<file path="src/rtl/alu_issue_stage.sv">
// ============================================================================
// Module   : alu_issue_stage
// Purpose  : Execute-issue register for the integer ALU; selects the operands,
//            builds the {funct3,funct7} opcode, and holds one valid/ready entry.
//            Optional writeback forwarding: define ALU_ISSUE_FORWARD_EN.
// Revision : 1.0 - initial release
// ============================================================================
`default_nettype none

module alu_issue_stage #(
    parameter int WORDSIZE = 64
) (
    input  logic                clk,
    input  logic                reset,
    input  logic                flush,
    input  logic                in_valid,
    output logic                in_ready,
    input  logic [6:0]          opcode,
    input  logic [2:0]          funct3,
    input  logic [6:0]          funct7,
    input  logic [4:0]          rs1_addr,
    input  logic [4:0]          rs2_addr,
    input  logic [WORDSIZE-1:0] rs1_data,
    input  logic [WORDSIZE-1:0] rs2_data,
    input  logic [WORDSIZE-1:0] imm,
    input  logic [WORDSIZE-1:0] pc,
    input  logic [4:0]          rd_in,
    input  logic                fwd_valid,
    input  logic [4:0]          fwd_rd,
    input  logic [WORDSIZE-1:0] fwd_data,
    output logic                out_valid,
    input  logic                out_ready,
    output logic [WORDSIZE-1:0] input_a,
    output logic [WORDSIZE-1:0] input_b,
    output logic [9:0]          operation,
    output logic [4:0]          rd_out,
    output logic                illegal
);

    localparam logic [6:0] c_OPC_OP     = 7'b0110011;
    localparam logic [6:0] c_OPC_OPIMM  = 7'b0010011;
    localparam logic [6:0] c_OPC_LUI    = 7'b0110111;
    localparam logic [6:0] c_OPC_AUIPC  = 7'b0010111;
    localparam logic [6:0] c_OPC_LOAD   = 7'b0000011;
    localparam logic [6:0] c_OPC_STORE  = 7'b0100011;
    localparam logic [6:0] c_OPC_BRANCH = 7'b1100011;
    localparam logic [6:0] c_OPC_JAL    = 7'b1101111;
    localparam logic [6:0] c_OPC_JALR   = 7'b1100111;

    localparam logic [9:0] c_OP_ADD = 10'b000_0000000;
    localparam logic [9:0] c_OP_SUB = 10'b000_0100000;

    localparam logic [WORDSIZE-1:0] c_FOUR = WORDSIZE'(4);

    localparam logic [1:0] c_SA_ZERO = 2'd0;
    localparam logic [1:0] c_SA_RS1  = 2'd1;
    localparam logic [1:0] c_SA_PC   = 2'd2;

    localparam logic [1:0] c_SB_ZERO = 2'd0;
    localparam logic [1:0] c_SB_RS2  = 2'd1;
    localparam logic [1:0] c_SB_IMM  = 2'd2;
    localparam logic [1:0] c_SB_FOUR = 2'd3;

    localparam logic [0:0] S_EMPTY = 1'b0;
    localparam logic [0:0] S_FULL  = 1'b1;

    logic [0:0]          r_state;
    logic [0:0]          w_state_nxt;
    logic [1:0]          w_sel_a;
    logic [1:0]          w_sel_b;
    logic [9:0]          w_op;
    logic                w_illegal;
    logic                w_use_rs1;
    logic                w_use_rs2;
    logic                w_capture;
    logic                w_load;
    logic [WORDSIZE-1:0] w_rs1_val;
    logic [WORDSIZE-1:0] w_rs2_val;
    logic [WORDSIZE-1:0] w_a;
    logic [WORDSIZE-1:0] w_b;

    assign out_valid = (r_state == S_FULL);
    assign in_ready  = !out_valid || out_ready;
    assign w_capture = in_valid && in_ready;
    assign w_load    = w_capture && !flush;

    always_comb begin
        w_sel_a   = c_SA_ZERO;
        w_sel_b   = c_SB_ZERO;
        w_op      = c_OP_ADD;
        w_illegal = 1'b0;
        case (opcode)
            c_OPC_OP: begin
                w_sel_a = c_SA_RS1;
                w_sel_b = c_SB_RS2;
                w_op    = {funct3, funct7};
            end
            c_OPC_OPIMM: begin
                w_sel_a = c_SA_RS1;
                w_sel_b = c_SB_IMM;
                // Only the shift-right group carries meaning in funct7 (SRLI/SRAI)
                w_op    = (funct3 == 3'b101) ? {funct3, funct7} : {funct3, 7'b0};
            end
            c_OPC_LUI: begin
                w_sel_b = c_SB_IMM;
            end
            c_OPC_AUIPC: begin
                w_sel_a = c_SA_PC;
                w_sel_b = c_SB_IMM;
            end
            c_OPC_LOAD, c_OPC_STORE: begin
                w_sel_a = c_SA_RS1;
                w_sel_b = c_SB_IMM;
            end
            c_OPC_BRANCH: begin
                w_sel_a = c_SA_RS1;
                w_sel_b = c_SB_RS2;
                w_op    = c_OP_SUB;
            end
            c_OPC_JAL, c_OPC_JALR: begin
                w_sel_a = c_SA_PC;
                w_sel_b = c_SB_FOUR;
            end
            default: begin
                w_illegal = 1'b1;
            end
        endcase
    end

    assign w_use_rs1 = (w_sel_a == c_SA_RS1);
    assign w_use_rs2 = (w_sel_b == c_SB_RS2);

`ifdef ALU_ISSUE_FORWARD_EN
    logic [4:0] r_rs1_addr;
    logic [4:0] r_rs2_addr;
    logic       r_use_rs1;
    logic       r_use_rs2;
    logic       w_fwd_hit1;
    logic       w_fwd_hit2;
    logic       w_hold_fwd_a;
    logic       w_hold_fwd_b;
    logic       w_stalled;

    assign w_fwd_hit1   = fwd_valid && (fwd_rd != 5'd0) && (fwd_rd == rs1_addr);
    assign w_fwd_hit2   = fwd_valid && (fwd_rd != 5'd0) && (fwd_rd == rs2_addr);
    assign w_rs1_val    = w_fwd_hit1 ? fwd_data : rs1_data;
    assign w_rs2_val    = w_fwd_hit2 ? fwd_data : rs2_data;
    assign w_stalled    = out_valid && !out_ready && !flush;
    assign w_hold_fwd_a = w_stalled && r_use_rs1 && fwd_valid && (fwd_rd != 5'd0) && (fwd_rd == r_rs1_addr);
    assign w_hold_fwd_b = w_stalled && r_use_rs2 && fwd_valid && (fwd_rd != 5'd0) && (fwd_rd == r_rs2_addr);

    always_ff @(posedge clk) begin
        if (reset) begin
            r_rs1_addr <= 5'd0;
            r_rs2_addr <= 5'd0;
            r_use_rs1  <= 1'b0;
            r_use_rs2  <= 1'b0;
        end else if (w_load) begin
            r_rs1_addr <= rs1_addr;
            r_rs2_addr <= rs2_addr;
            r_use_rs1  <= w_use_rs1;
            r_use_rs2  <= w_use_rs2;
        end
    end
`else
    logic w_unused_fwd;
    assign w_unused_fwd = ^{fwd_valid, fwd_rd, fwd_data, rs1_addr, rs2_addr, w_use_rs1, w_use_rs2};
    assign w_rs1_val    = rs1_data;
    assign w_rs2_val    = rs2_data;
`endif

    always_comb begin
        w_a = '0;
        w_b = '0;
        case (w_sel_a)
            c_SA_RS1: w_a = w_rs1_val;
            c_SA_PC:  w_a = pc;
            default:  w_a = '0;
        endcase
        case (w_sel_b)
            c_SB_RS2:  w_b = w_rs2_val;
            c_SB_IMM:  w_b = imm;
            c_SB_FOUR: w_b = c_FOUR;
            default:   w_b = '0;
        endcase
    end

    always_comb begin
        w_state_nxt = r_state;
        if (flush) begin
            w_state_nxt = S_EMPTY;
        end else begin
            case (r_state)
                S_EMPTY: if (w_capture) w_state_nxt = S_FULL;
                S_FULL:  if (out_ready && !w_capture) w_state_nxt = S_EMPTY;
                default: w_state_nxt = S_EMPTY;
            endcase
        end
    end

    always_ff @(posedge clk) begin
        if (reset) begin
            r_state <= S_EMPTY;
        end else begin
            r_state <= w_state_nxt;
        end
    end

    // Payload is only rewritten by an accepted, unflushed capture
    always_ff @(posedge clk) begin
        if (reset) begin
            input_a   <= '0;
            input_b   <= '0;
            operation <= '0;
            rd_out    <= '0;
            illegal   <= 1'b0;
        end else if (w_load) begin
            input_a   <= w_a;
            input_b   <= w_b;
            operation <= w_op;
            rd_out    <= rd_in;
            illegal   <= w_illegal;
        end
`ifdef ALU_ISSUE_FORWARD_EN
        else begin
            if (w_hold_fwd_a) input_a <= fwd_data;
            if (w_hold_fwd_b) input_b <= fwd_data;
        end
`endif
    end

endmodule

`default_nettype wire

</file>
<file path="config.mk">
export PLATFORM = sky130hd
export DESIGN_NAME = alu_issue_stage
export DESIGN_NICKNAME = d
export VERILOG_FILES = /design/src/rtl/alu_issue_stage.sv
export SDC_FILE = /design/constraint.sdc
export NUM_CORES = 1
export LEC_CHECK = 0
export CAP_MARGIN = 25
export CORE_AREA = 3 3 199 201
export CTS_BUF_LIST = sky130_fd_sc_hd__clkbuf_16
export CTS_CLUSTER_DIAMETER = 150
export DETAILED_ROUTE_END_ITERATION = 8
export DIE_AREA = 0 0 202 204
export GPL_TIMING_DRIVEN = 0
export PLACE_DENSITY = 0.45
export SYNTH_ARGS = -nofsm -noshare
export SYNTH_HDL_FRONTEND = slang
export SYNTH_SLANG_ARGS = --single-unit
</file>
<file path="constraint.sdc">
create_clock -name clk -period 6.77 [get_ports clk]
set_input_delay 1.354 -clock clk [delete_from_list [all_inputs] [get_ports clk]]
set_output_delay 1.354 -clock clk [all_outputs]
set_load 0.02 [all_outputs]
</file>
== Word level (Yosys, flattened, before mapping) ==
Cells that the tools add are included.

* Bits in registers: 145
* Input port bits: 363
* Word-level logic and storage cells: 46
* Output and inout bits: 146

* Bitwise operators: 1
* Mux-type cells: 10
* Eq/ne operators: 15
* Reduce and logical (&&, ||, !) cells: 14

{| class="wikitable"
|+ Operator list
! cell !! count
|-
| $pmux 64 s3 || 1
|-
| $pmux 64 s2 || 1
|-
| $pmux 10 s3 || 1
|-
| $eq 7x6->1 const B || 3
|-
| $eq 7x7->1 const B || 3
|-
| $eq 7x5->1 const B || 2
|-
| $reduce_or 5->1 || 2
|-
| $reduce_or 9->1 || 1
|-
| $eq 7x2->1 const B || 1
|-
| $mux 7 || 1
|-
| $eq 2x2->1 const B || 3
|-
| $pmux 2 s3 || 1
|-
| $reduce_or 2->1 || 3
|-
| $eq 2x1->1 const B || 2
|-
| $pmux 2 s2 || 1
|-
| $eq 3x3->1 const B || 1
|-
| $logic_and 1x1->1 || 3
|-
| $logic_not 1->1 || 3
|-
| $mux 1 || 3
|-
| $reduce_or 3->1 || 1
|-
| $pmux 1 s2 || 1
|-
| $logic_or 1x1->1 || 1
|-
| $not 1->1 || 1
|}

== Depth between registers and ports, before layout ==
Gate-level depths: netlist (run 1).

* Depth after elaboration: 7
* Gate-level depth with buffers: 10
* Mapped depth without buffers: 8

== Worst setup path before layout (run 1) ==
Ideal clock, no wire load.

* Path kind: input to register
* From: input opcode[6]
* To: register input_a[24]
* Stages on the path: 9
* Data required time: 6.699 ns
* Path buffers: 2
* Arrival: 3.303 ns
* Slack: 3.396 ns
* Library setup time: 0.071 ns
* Path through: or3b_2 nor2_1 o2111a_1 ha_1 clkbuf_1 clkbuf_1 a22oi_1 or3_1 a21oi_1

* Word-level cells in the longest chain between the ends: 5
* Elaborated cells on any way between the ends: 14
* Classes of those cells: eq/ne: 10; mux: 2; reduce/logical: 2

{| class="wikitable"
|+ Ends and longest elaborated chain
! item !! RTL line !! RTL
|-
| start, declared || 18 || <nowiki>input logic [6:0] opcode,</nowiki>
|-
| $eq 7x7->1, or another cell as far along || 92 || <nowiki>case (opcode)</nowiki>
|-
| $reduce_or 5->1 (no source line) or $reduce_or 3->1 (tied branches) || -- ||
|-
| $pmux 2 s2 (*) || 92 ||
|-
| $eq 2x2->1 or $eq 2x1->1 (tied branches) || 175 || <nowiki>case (w_sel_a)</nowiki>
|-
| $pmux 64 s2 (*) || 175 ||
|-
| end signal, assigned || 218 || <nowiki>input_a <= w_a;</nowiki>
|-
| end, declared || 33 || <nowiki>output logic [WORDSIZE-1:0] input_a,</nowiki>
|}

Every way passes the cells marked *; elsewhere a longest branch is shown, timed or not.
A chain may end at the register's enable or synchronous reset.

== Final worst setup path (run 1) ==
* From: input opcode[4]
* To: register input_a[61]

Same word-level chain as after synthesis.

==> metrics.txt, run 1 <==
CTS tree built; min-delay worst type flop to flop; crit share post-route 63.29%; top cell type's share of synthesized area 40.94%; Setup CP Type input port to flop; Logic pwr share between 15 and 20%; storage element area 2903 µm²; Clock Power Share 44.2%; TritonRoute pass-1 iters 4; grt total ovfl 0; Starting Density 18.78%; Netlist cell types between 40 and 50; CTS root buf clkbuf_16; gr usage total 15.89%; # diodes 0; RSZ-0062 raised after global routing no; post-layout minimum cycle time 4.285 ns; global-route wire length before repair 49.54 mm; Switch Pwr 0.6122 mW; hold_ws between 0.4 and 0.5 ns; Pleak 4.289 nW; Critical Path Start Type input port; Worst Skew around 0.0066 ns; Max Clk Rate 0.2334 GHz; fin. max-slew vios 0; H-tree depth 4; final hold vios 0; clock sink count 145; Post-synth EDFFs 0; die width 202 µm; Die Area 41210 µm²; Core Area roughly 38000 µm²; Post-CTS Setup Inserts 0; synthesis-stage register bit count approximately 150; CP Max Fanout 10; fillers 3987; sequential area share after synthesis 40.94%; share of cells above drive strength 1 between 10% and 20%; WL final 33.64 mm; Synth Flop Type dfxtp_1; vias in the first global route 7781; switch share 25.71%; input/output buffers around 430; Synth Instances 752; I/O pins 509; maximum clock insertion buffer count 2; antenna-violating nets left 0; largest net degree at the start of global routing 17; synthesized net count 1117; final setup fails 0; Initial DRC Count roughly 280; row count 71; Num CTS Buffers 17; Clock transition at path regs 0.06 ns; P_int 1.769 mW; critical path required time 7.13 ns; crit path capture type flop; drt drc 0; Post-CTS Hold Buffers 0; area occupied by multi-input gates between 3000 and 4000 µm²; slew at the pin with the worst max-slew slack roughly 1 ns; leading cell type in the layout, fill and taps excluded clkdlybuf4s50_1; vias per std cell between 4 and 5; WL/cell 19.52 µm; Synth area leaders dfxtp_1 41%, a221oi_2 13%, nor3_2 8.6%; Post-Route Setup TNS 0 ns; Max transition margin 32.66%; Avg Inst Size Synth 9.429 µm²; Ys Warns 0; Detail Placement HPWL around 27 mm; total power 2.382 mW; outcome complete, no violations; initial antenna violation count 4; IR drop worst, VDD 0.1392 mV; leading area contributor after synthesis dfxtp_1; clk_lat worst skew 0.43 ns; post-cts repair resize count 0; Worst Path Arrival 4.64 ns; max cap viols 0; routability cong. 0.7716; Seq pwr share 37.5%; most frequent cells in the layout 427 x clkdlybuf4s50_1, 145 x dfxtp_1, 78 x nand2_1, 76 x nor2_1, 69 x a21oi_1; die height just over 200 µm; pwr/cell area ~190 nW/µm²; final net count 1564; Cell Area, Synth 7091 µm²; Synth-to-Final Area Change 78.51%; vias after detailed routing 7436; FFs w/ async S/R, synth 0%
-- kinds of logic after synthesis --
| group | count (synthesis) | synth area share [%] |
|---|---|---|
| adders and majority gates | 2 | 0.3529 |
| AOI/OAI and AO/OA | 214 | 26.75 |
| buffers and inverters | 85 | 6.423 |
| DFF | 145 | 40.94 |
| xor gates and xnor gates | 1 | 0.1235 |
| and+or+nand+nor | 305 | 25.41 |
-- metrics by stage --
| step | std cells | setup slack (ns) | utilization [%] | area (µm²) |
|---|---|---|---|---|
| after floorplan | 752 | 3.396 | - | 7091 |
| after global placement | 1690 | 2.042 | 31.79 | 12000 |
| after detailed placement | 1691 | 1.999 | 31.82 | 12020 |
| after CTS | 1723 | 2.476 | 33.52 | 12660 |
| after global routing | 1723 | 2.207 | 33.52 | 12660 |
| final | 1723 | 2.485 | 33.52 | 12660 |
-- worst max-delay path: stages --
cell and delay (ns):
clkdlybuf4s50_1 0.63, or3b_2 0.49, nor2_1 0.10, o2111a_1 0.25
ha_1 0.16, clkbuf_1 0.50, clkbuf_1 0.43, a22oi_1 0.21
or3_1 0.37, a21oi_1 0.13
-- path summary, 6_finish.rpt --
path	from	end	slack [ns]	cells after the start
max	opcode[4]	input_a[61]	2.49	10
min	input_a[37]	input_a[37]	0.45	2
max reg2reg	out_valid	input_b[28]	4.17	8
min reg2reg	input_a[37]	input_a[37]	0.45	2
-- flip-flops by register name (all words and copies together) (netlist names) --
signal and count:
illegal 1, rd_out 5, operation 10, out_valid 1, input_b 64, input_a 64
-- metal layers --
| layer | global-route usage (%) | vias to the layer above | part of all wire, % |
|---|---|---|---|
| li1 | - | 3686 | - |
| met1 | 18.87 | 3439 | 42 |
| met2 | 26.98 | 276 | 48 |
| met3 | 6.259 | 27 | 8.8 |
| met4 | 3.937 | 8 | 1.3 |
| met5 | 0 | - | 0.17 |
-- cells in the mapped netlist (2+ instances only) --
cell type / number
dfxtp_1: 145
nand2_1: 78
nor2_1: 76
a21oi_1: 69
a22oi_1: 67
or3_1: 64
nor3_2: 61
a221oi_2: 60
clkbuf_1: 50
buf_2: 11
buf_6: 8
a32oi_1: 6
buf_4: 6
inv_1: 5
nor3_1: 5
clkbuf_8: 4
nor2b_1: 4
a221oi_1: 3
nand2b_1: 3
a31oi_1: 2
ha_1: 2
nand3_1: 2
nand3b_1: 2
nand4b_1: 2
-- cell type report --
class / instances / area share (%)
Buffer: 80 / 3.450
Timing Repair Buffer: 428 / 33.86
Tap cell: 511 / 5.051
Clock inverter: 15 / 1.710
Sequential cell: 145 / 22.93
Inverter: 5 / 0.1483
Clock buffer: 17 / 3.361
Multi-Input combinational cell: 522 / 29.49
-- power groups by stage --
stage,clock network (mW),logic (mW),registers [mW]
finish,1.05,0.437,0.892
global placement,0,0.443,0.910
CTS,1.09,0.444,0.892
floorplan,0,0.129,0.940
global route,1.12,0.469,0.894
detailed placement,0,0.443,0.912
(Power assumes the default switching activity.)
==> run 2, diff against run 1 <==
--- a/config.mk
+++ b/config.mk
@@ -12,7 +12,7 @@
 export DETAILED_ROUTE_END_ITERATION = 8
 export DIE_AREA = 0 0 202 204
 export GPL_TIMING_DRIVEN = 0
-export PLACE_DENSITY = 0.45
+export PLACE_DENSITY = 0.47
 export SYNTH_ARGS = -nofsm -noshare
 export SYNTH_HDL_FRONTEND = slang
 export SYNTH_SLANG_ARGS = --single-unit
==> constraint.sdc (replaced) <==
create_clock -name clk -period 3.7 [get_ports clk]
set_input_delay 0.74 -clock clk [delete_from_list [all_inputs] [get_ports clk]]
set_output_delay 0.74 -clock clk [all_outputs]
set_load 0.02 [all_outputs]
==> run 2 against run 1 <==
Setup slack worse by 2.2 ns. Clock power grew 73%. Via count grew 1.2%. Cell count is the same. Flip-flop and latch count stayed put. Global-route usage about the same. Clock skew up 0.0022 ns. Critical path type unchanged. Largest power group unchanged.
==> metrics.txt, run 2 (synthesis gave the netlist of run 1 again) <==
Max Clk Rate 0.2904 GHz; Detail Placement HPWL 26.64 mm (was 27.02 mm); Worst Skew 0.008799 ns (was 0.006587 ns); clk_lat worst skew 0.44 ns (was 0.43 ns); gr usage total 15.88% (was 15.89%); fillers 4014 (was 3987); CTS tree built (unchanged); final net count 1562 (was 1564); Post-CTS Hold Buffers 0 (unchanged); Setup CP Type input port to flop (unchanged); final hold vios 0 (unchanged); routability cong. 0.7372 (was 0.7716); row count 71 (unchanged); leading cell type in the layout, fill and taps excluded clkdlybuf4s50_1 (unchanged); final core utilization 33.42% (was 33.52%); share of cells above drive strength 1 15.12% (was 15.43%); WL final 33.53 mm (was 33.64 mm); min-delay worst type flop to flop (unchanged); Pleak 4.266 nW (was 4.289 nW); initial antenna violation count 4 (unchanged); Starting Density 18.78% (unchanged); IR drop worst, VDD 0.2362 mV (was 0.1392 mV); Worst Path Arrival 3.82 ns (was 4.64 ns); outcome complete, no violations (unchanged); post-cts repair resize count 0 (unchanged); vias after detailed routing 7524 (was 7436); clock sink count 145 (unchanged); vias per std cell 4.367 (was 4.316); Post-CTS Setup Inserts 0 (unchanged); H-tree depth 4 (unchanged); fin. max-slew vios 0 (unchanged); TritonRoute pass-1 iters 4 (unchanged); post-layout minimum cycle time 3.443 ns; Initial DRC Count 330 (was 275); Num CTS Buffers 17 (unchanged); drt drc 0 (unchanged); critical path required time 4.07 ns (was 7.13 ns); final setup fails 0 (unchanged); most frequent cells in the layout 427 x clkdlybuf4s50_1, 145 x dfxtp_1, 78 x nand2_1, 76 x nor2_1, 69 x a21oi_1 (unchanged); slew at the pin with the worst max-slew slack 0.9884 ns (was 1.002 ns); die width 202 µm (unchanged); Max transition margin 33.56% (was 32.66%); grt total ovfl 0 (unchanged); crit path capture type flop (unchanged); Synth-to-Final Area Change 77.94% (was 78.51%); global-route wire length before repair 49.52 mm (was 49.54 mm); maximum clock insertion buffer count 2 (unchanged); I/O pins 509 (unchanged); vias in the first global route 7839 (was 7781); Core Area 37760 µm² (unchanged); Largest regs input_a (64), input_b (64), operation (10) (unchanged); Critical Path Start Type input port (unchanged); input/output buffers 427 (unchanged); CTS root buf clkbuf_16 (unchanged); CP Max Fanout 10 (unchanged); max cap viols 0 (unchanged); WL/cell 19.46 µm (was 19.52 µm); die height 204 µm (unchanged); Die Area 41210 µm² (unchanged); cell count after placement 1691 (unchanged); pwr/cell area 336.8 nW/µm² (was 188.2 nW/µm²); crit share post-route 93.07%; RSZ-0062 raised after global routing no (unchanged); Clock transition at path regs 0.06 ns (about the same); largest net degree at the start of global routing 17 (unchanged); non-filler instance count after layout 1723 (unchanged); antenna-violating nets left 0 (unchanged)
## run 2: cell types whose count changed in the layout (fill, tap and decap cells not counted)
cell and change:
clkbuf_1 -2, clkinv_1 +3, clkinv_2 -2, inv_1 +2, ha_1 -1, bufinv_16 -1, inv_6 -1, clkinvlp_4 +1
diode_2 +2, ha_2 +1, clkinv_4 -2
## run 2: critical path, cell delays in order
cell	delay, ns
clkdlybuf4s50_1	0.65
or3b_2	0.50
nor2_1	0.10
o2111a_1	0.22
ha_2	0.39
clkbuf_1	0.49
a22oi_1	0.25
or3_1	0.35
a21oi_1	0.12
## run 2: cell type report
class / count / area (µm²) / area share, %
timing repair buffer: 428 / 4285 / 33.96
multi-input combinational: 522 / 3735 / 29.60
sequential: 145 / 2903 / 23.01
tap: 511 / 639.4 / 5.067
buffer: 78 / 429.2 / 3.401
clock buffer: 17 / 425.4 / 3.372
clock inverter: 15 / 176.4 / 1.398
inverter: 5 / 18.77 / 0.1488
antenna: 2 / 5.005 / 0.03967
## run 2: layer usage
| metal | global-route usage, % | part of all wire, % |
|---|---|---|
| met1 | 18.62 | 42 |
| met3 | 6.004 | 8.4 |
| met4 | 3.813 | 1.3 |
| met2 | 27.51 | 48 |
| met5 | 0 | 0.11 |
## run 2: report_power, final
| group | internal [mW] | switching [mW] |
|---|---|---|
| clock | 1.11 | 0.709 |
| sequential | 1.61 | 0.0237 |
| combinational | 0.436 | 0.362 |
## run 2: metrics by stage
step                      setup WS, ns  hold WS [ns]  area [µm²]  TNS, ns  power [mW]
after floorplan                 0.9403        0.5333        7091        0       1.957
after global placement         -0.5663        0.4416       12000   -22.09       2.472
after detailed placement       -0.5462        0.4453       12020   -22.19       2.477
after CTS                      0.07711        0.4534       12610        0       4.320
after global routing           0.05835        0.4677       12610        0       4.431
final                           0.2565        0.4499       12620        0       4.250
## run 2: final timing paths
path              startpoint           to  slack [ns]  cells past startpoint
setup / recovery   opcode[4]  input_a[58]        0.26                      9
hold / removal    input_a[4]   input_a[4]        0.45                      2
setup reg to reg   out_valid  input_b[53]        0.99                      8
hold reg to reg   input_a[4]   input_a[4]        0.45                      2
